===== src/rtl/bias_mux_controller.sv =====
// TFT panel bias rail sequencer: break-before-make switching between NORMAL, IDLE_LOW and SLEEP rail patterns.
// Optional staggered rail turn-on is compiled in with `define BIAS_MUX_STAGGER_EN.
module bias_mux_controller #(
    parameter int DEAD_TIME      = 16,
    parameter int SETTLE_CYCLES  = 64,
    parameter int STAGGER_CYCLES = 8
) (
    input  logic       clk,
    input  logic       rst_n,
    input  logic [1:0] bias_mode_select,
    output logic       bias_busy,
    output logic       bias_ready,
    output logic       v_pd_n,
    output logic       v_col_n,
    output logic       v_rg_n
);

    localparam logic [1:0] MODE_NORMAL   = 2'b00;
    localparam logic [1:0] MODE_IDLE_LOW = 2'b01;
    localparam logic [1:0] MODE_SLEEP    = 2'b10;

    localparam int CNT_MAX = (DEAD_TIME > SETTLE_CYCLES) ? DEAD_TIME : SETTLE_CYCLES;
    localparam int CNT_W   = $clog2(CNT_MAX + 1);
    localparam logic [CNT_W-1:0] DEAD_LAST   = CNT_W'(DEAD_TIME - 1);
    localparam logic [CNT_W-1:0] SETTLE_LAST = CNT_W'(SETTLE_CYCLES);

    generate
        if (DEAD_TIME < 1 || SETTLE_CYCLES < 1 || STAGGER_CYCLES < 1) begin : g_param_check
            $error("bias_mux_controller: timing parameters must be >= 1");
        end
    endgenerate

    typedef enum logic [1:0] {
        ST_STABLE,
        ST_BREAK,
        ST_APPLY,
        ST_SETTLE
    } state_t;

    // Rail vector is {pd, col, rg}, active-low.
    function automatic logic [2:0] pattern(input logic [1:0] mode);
        logic [2:0] p;
        case (mode)
            MODE_NORMAL:   p = 3'b000;
            MODE_IDLE_LOW: p = 3'b001;
            default:       p = 3'b111;
        endcase
        return p;
    endfunction

    logic [1:0]       sync1_reg;
    logic [1:0]       sync2_reg;
    logic [1:0]       target_now;
    logic [1:0]       target_reg;
    logic [1:0]       applied_mode_reg;
    state_t           state_reg;
    logic [CNT_W-1:0] cnt_reg;
    logic [2:0]       rails_reg;
    logic             busy_reg;
    logic             ready_reg;

`ifdef BIAS_MUX_STAGGER_EN
    localparam int STAG_W = $clog2(STAGGER_CYCLES + 1);
    localparam logic [STAG_W-1:0] STAG_RELOAD = STAG_W'(STAGGER_CYCLES - 1);

    logic [2:0]        pending_reg;
    logic [STAG_W-1:0] stag_cnt_reg;
    logic [2:0]        lowest;

    // Lowest pending bit first gives the rg, col, pd turn-on order.
    assign lowest = pending_reg & (~pending_reg + 3'd1);
`endif

    // Reserved encoding behaves exactly like SLEEP, including the equality check.
    assign target_now = (sync2_reg == 2'b11) ? MODE_SLEEP : sync2_reg;

    always_ff @(posedge clk or negedge rst_n) begin
        if (!rst_n) begin
            sync1_reg <= MODE_SLEEP;
            sync2_reg <= MODE_SLEEP;
        end else begin
            sync1_reg <= bias_mode_select;
            sync2_reg <= sync1_reg;
        end
    end

    always_ff @(posedge clk or negedge rst_n) begin
        if (!rst_n) begin
            state_reg        <= ST_STABLE;
            target_reg       <= MODE_SLEEP;
            applied_mode_reg <= MODE_SLEEP;
            cnt_reg          <= '0;
            rails_reg        <= 3'b111;
            busy_reg         <= 1'b0;
            ready_reg        <= 1'b0;
`ifdef BIAS_MUX_STAGGER_EN
            pending_reg      <= 3'b000;
            stag_cnt_reg     <= '0;
`endif
        end else begin
            case (state_reg)
                ST_STABLE: begin
                    rails_reg <= pattern(applied_mode_reg);
                    if (target_now != applied_mode_reg) begin
                        target_reg <= target_now;
                        state_reg  <= ST_BREAK;
                        cnt_reg    <= '0;
                        rails_reg  <= 3'b111;
                        busy_reg   <= 1'b1;
                        ready_reg  <= 1'b0;
                    end
                end
                ST_BREAK: begin
                    rails_reg <= 3'b111;
                    if (cnt_reg == DEAD_LAST) begin
                        state_reg <= ST_APPLY;
                        cnt_reg   <= '0;
`ifdef BIAS_MUX_STAGGER_EN
                        pending_reg  <= ~pattern(target_reg);
                        stag_cnt_reg <= '0;
`endif
                    end else begin
                        cnt_reg <= cnt_reg + CNT_W'(1);
                    end
                end
                ST_APPLY: begin
                    applied_mode_reg <= target_reg;
`ifdef BIAS_MUX_STAGGER_EN
                    if (stag_cnt_reg != '0) begin
                        stag_cnt_reg <= stag_cnt_reg - STAG_W'(1);
                    end else if (pending_reg == 3'b000) begin
                        state_reg <= ST_SETTLE;
                        cnt_reg   <= '0;
                    end else begin
                        rails_reg   <= rails_reg & ~lowest;
                        pending_reg <= pending_reg & ~lowest;
                        if ((pending_reg & ~lowest) == 3'b000) begin
                            state_reg <= ST_SETTLE;
                            cnt_reg   <= '0;
                        end else begin
                            stag_cnt_reg <= STAG_RELOAD;
                        end
                    end
`else
                    rails_reg <= pattern(target_reg);
                    state_reg <= ST_SETTLE;
                    cnt_reg   <= '0;
`endif
                end
                ST_SETTLE: begin
                    // Extra terminal cycle makes enable-to-ready SETTLE_CYCLES + 1.
                    if (cnt_reg == SETTLE_LAST) begin
                        state_reg <= ST_STABLE;
                        cnt_reg   <= '0;
                        busy_reg  <= 1'b0;
                        ready_reg <= 1'b1;
                    end else begin
                        cnt_reg <= cnt_reg + CNT_W'(1);
                    end
                end
                default: begin
                    state_reg <= ST_STABLE;
                    rails_reg <= 3'b111;
                    busy_reg  <= 1'b0;
                    ready_reg <= 1'b0;
                end
            endcase
        end
    end

    assign bias_busy  = busy_reg;
    assign bias_ready = ready_reg;
    assign v_pd_n     = rails_reg[2];
    assign v_col_n    = rails_reg[1];
    assign v_rg_n     = rails_reg[0];

endmodule


===== config.mk =====
export PLATFORM = sky130hd
export DESIGN_NAME = bias_mux_controller
export DESIGN_NICKNAME = d
export VERILOG_FILES = /design/src/rtl/bias_mux_controller.sv
export SDC_FILE = /design/constraint.sdc
export NUM_CORES = 1
export LEC_CHECK = 0
export ABC_CLOCK_PERIOD_IN_PS = 2100
export CELL_PAD_IN_SITES_DETAIL_PLACEMENT = 1
export CELL_PAD_IN_SITES_GLOBAL_PLACEMENT = 1
export CORE_MARGIN = 2
export CORE_UTILIZATION = 40
export CTS_BUF_LIST = sky130_fd_sc_hd__clkbuf_8
export CTS_CLUSTER_SIZE = 24
export DETAILED_ROUTE_END_ITERATION = 12
export PLACE_DENSITY_LB_ADDON = 0.1
export SLEW_MARGIN = 30
export SYNTH_ARGS = -nofsm -noshare
export SYNTH_HDL_FRONTEND = slang
export SYNTH_SLANG_ARGS = --single-unit
export TNS_END_PERCENT = 50

===== constraint.sdc =====
create_clock -name clk -period 2.1 [get_ports clk]
set_input_delay 0.315 -clock clk [delete_from_list [all_inputs] [get_ports clk]]
set_output_delay 0.315 -clock clk [all_outputs]
set_load 0.005 [all_outputs]

==> results by group <==
Critical path
  – Worst EP arrival: 2.11 ns
  – Crit start category: flop
  – Critical R2R Launch: state_reg[0]$_DFFE_PN0P_
  – Worst r2r path cells: 6
  – Crit end category: flop
  – Setup CP Type: flop to flop
  – Worst R2R End: state_reg[1]$_DFFE_PN0P_
  – Max Fanout on Critical Path: 8
  – Reg-to-reg slack, setup: 0.14 ns
  – Critical path required time: 2.25 ns

Min path
  – Hold Path Stages: 0
  – Worst Hold Class: flop to flop
  – Hold Path Sink: sync2_reg[1]$_DFF_PN1_
  – Hold Crit Start: sync1_reg[1]$_DFF_PN1_

Clock tree
  – Maximum clock path buffer count: 2
  – Clk Tree Root Cell: clkbuf_8
  – Worst skew pair latency: 0.26 ns
  – Clk sinks: 21
  – CTS tree: built
  – Post-CTS setup buffers: 0
  – Clock-pin slew on the worst setup and hold paths: 0.08 ns
  – Htree depth: 1
  – Post-cts hold buffer count: 0
  – Total CTS buffers: 3

Synthesis
  – Post-synth EDFFs: 0
  – Top cells by area, synth: dfrtp_1 (33%), dfstp_2 (14%), ha_1 (7.7%)
  – YS warnings: 0
  – Main synth FF type: dfrtp_1
  – Sequential element share of the synthesized area: 46.61%
  – Synth Net Count: 128
  – Mapped Area: 1144 µm²
  – Ys async rst share: 100.0%
  – Most frequent cells after synthesis: dfrtp_1 (15), nand2_1 (14), inv_1 (9)
  – Yosys top cell area share: 32.82%
  – Number of distinct library cells after synthesis: 36
  – Most frequent cell after synthesis: dfrtp_1
  – Synth area leader: dfrtp_1
  – Synth Area per Inst: 9.774 µm²
  – Synth Instances: 117
  – Synthesized flop and latch total: 21

Global routing
  – All-Layer GR Usage: 18.52%
  – Global-route wire length before repair: 4678 µm
  – Largest net degree at the start of global routing: 22
  – Vias in the first global route: 1015
  – Total congestion overflow: 0
  – Initial antenna violation count: 0

Detailed routing
  – WL final: 2527 µm
  – Number of vias per cell: 5.601
  – Initial drt markers: 18
  – Post-route DRC: 0
  – Drt first pass iters: 4
  – Wire per inst: 15.99 µm
  – Via count: 885
  – DRT antenna net count: 0

Final layout
  – Layout cells sized above 1: 11.81%
  – Layout Nets: 139
  – Area growth syn-to-layout: 13.46%
  – N_diodes: 0
  – Max FFs per register: 7

Timing
  – Final setup fails: 0
  – Period minus WS final: 1.964 ns
  – Fin Setup TNS: 0 ns
  – Final setup skew: 0.001853 ns
  – Part of the cycle the worst path needs: 93.53%
  – Least-Margin Pin Slew: 0.4651 ns
  – Unrepaired setup endpoints after global routing: no
  – Final count of pins violating max slew: 0
  – Final Hold Vio Count: 0
  – FMAX: 509.1 MHz
  – Slew HR: 68.99%
  – Min Hold Slack: 0.3584 ns

Die
  – Die width: 57.47 µm
  – Die area: 3303 µm²
  – Initial Utilization: 41.83%
  – Core Rows: 19
  – Die height: 57.47 µm
  – Core Area: 2734 µm²
  – Top Ports: 9

Power and ir drop
  – Switching Fraction: 39.42%
  – Maximum vdd drop: 0.8891 mV
  – Combinational share of power: 46.5%
  – Net switching power: 0.7057 mW
  – Clock power frac: 14.7%
  – Cell internal pwr: 1.084 mW
  – Flop pwr share: 38.8%
  – Leak: 0.5411 nW
  – Power per Cell Area: 1380 nW/µm²

Job
  – Max Cap Viol: 0

Run status
  – Status: complete, no violations

Placement
  – Port Buffers: 8
  – Gpl congestion: 0.7400
  – HPWL after DPL: 1869 µm
## routing by layer
layer / track usage [%] / routed length [µm]
met5: 0 / 0
met4: 8.970 / 51
met3: 2.948 / 45
met2: 33.28 / 1293
met1: 21.11 / 1138
## power groups by stage
stage / Combinational, mW / Clock [mW] / Sequential [mW]
6_report: 0.833 / 0.263 / 0.694
5_1_grt: 0.939 / 0.285 / 0.723
4_1_cts: 0.842 / 0.273 / 0.695
3_5_place_dp: 0.833 / 0 / 0.701
3_3_place_gp: 0.813 / 0 / 0.693
2_1_floorplan: 0.628 / 0 / 0.652
## cells by family after synthesis
group / Yosys count / synth area share, %
fa+ha+maj: 7 / 7.658
mux: 3 / 2.845
xor+xnor: 1 / 0.7660
flops: 21 / 46.61
simple gates: 41 / 18.60
compound gates: 32 / 18.49
buf+inv: 12 / 5.032
## per-stage QoR
stage	utilization [%]	instances	instance area, µm²	worst slack, ns	power (mW)
floorplan	-	117	1144	0.3196	1.280
CTS	47.23	158	1291	0.03574	1.810
global placement	45.58	154	1246	0.1684	1.506
global route	47.46	158	1297	0.02970	1.948
finish	47.46	158	1297	0.1359	1.790
detailed placement	45.58	154	1246	0.06489	1.534
## repair_timing
action | in CTS | in global routing
endpoints found under the setup margin | 0 | 2
hold endpoints to repair | 0 | 0
gates resized for setup | 0 | 2
## worst max-delay path: stages (launching register included)
cell	delay (ns)
dfrtp_1	0.39
inv_1	0.11
ha_1	0.26
and4b_1	0.23
a21o_2	0.27
nor3_4	0.24
mux2_1	0.35
## layout make-up
cell class	instances	area, µm²
clock inverters	1	3.754
flip-flops and latches	21	533.0
repair buffers	9	87.58
fillers	321	1436
clock buffers	3	41.29
well taps	31	38.79
multi-input cells	84	559.3
inverters	9	33.78
## placed cells by master, fill, tap and decap left out, drive strengths merged, types with 2 or more instances in the layout
| cell type | count |
|---|---|
| nor3b | 2 |
| nand3 | 3 |
| o211ai | 7 |
| dfstp | 6 |
| clkbuf | 3 |
| mux2 | 2 |
| a21oi | 9 |
| inv | 10 |
| dfrtp | 15 |
| o21ai | 7 |
| ha | 7 |
| nor3 | 8 |
| clkdlybuf4s50 | 8 |
| nand3b | 2 |
| nand2 | 14 |
| or3 | 2 |
| nor2 | 6 |
## worst max-delay path by stage
stage	startpoint	to	slack, ns	cells after the start
floorplan	cnt_reg[4]$_DFFE_PN0P_	state_reg[1]$_DFFE_PN0P_	0.32	5
global placement	state_reg[0]$_DFFE_PN0P_	state_reg[1]$_DFFE_PN0P_	0.17	6
detailed placement	state_reg[0]$_DFFE_PN0P_	state_reg[1]$_DFFE_PN0P_	0.06	6
CTS	state_reg[0]$_DFFE_PN0P_	state_reg[1]$_DFFE_PN0P_	0.04	6
global route	state_reg[0]$_DFFE_PN0P_	cnt_reg[2]$_DFFE_PN0P_	0.03	6
finish	state_reg[0]$_DFFE_PN0P_	state_reg[1]$_DFFE_PN0P_	0.14	6
No activity file was read; power rests on OpenSTA's default activity.
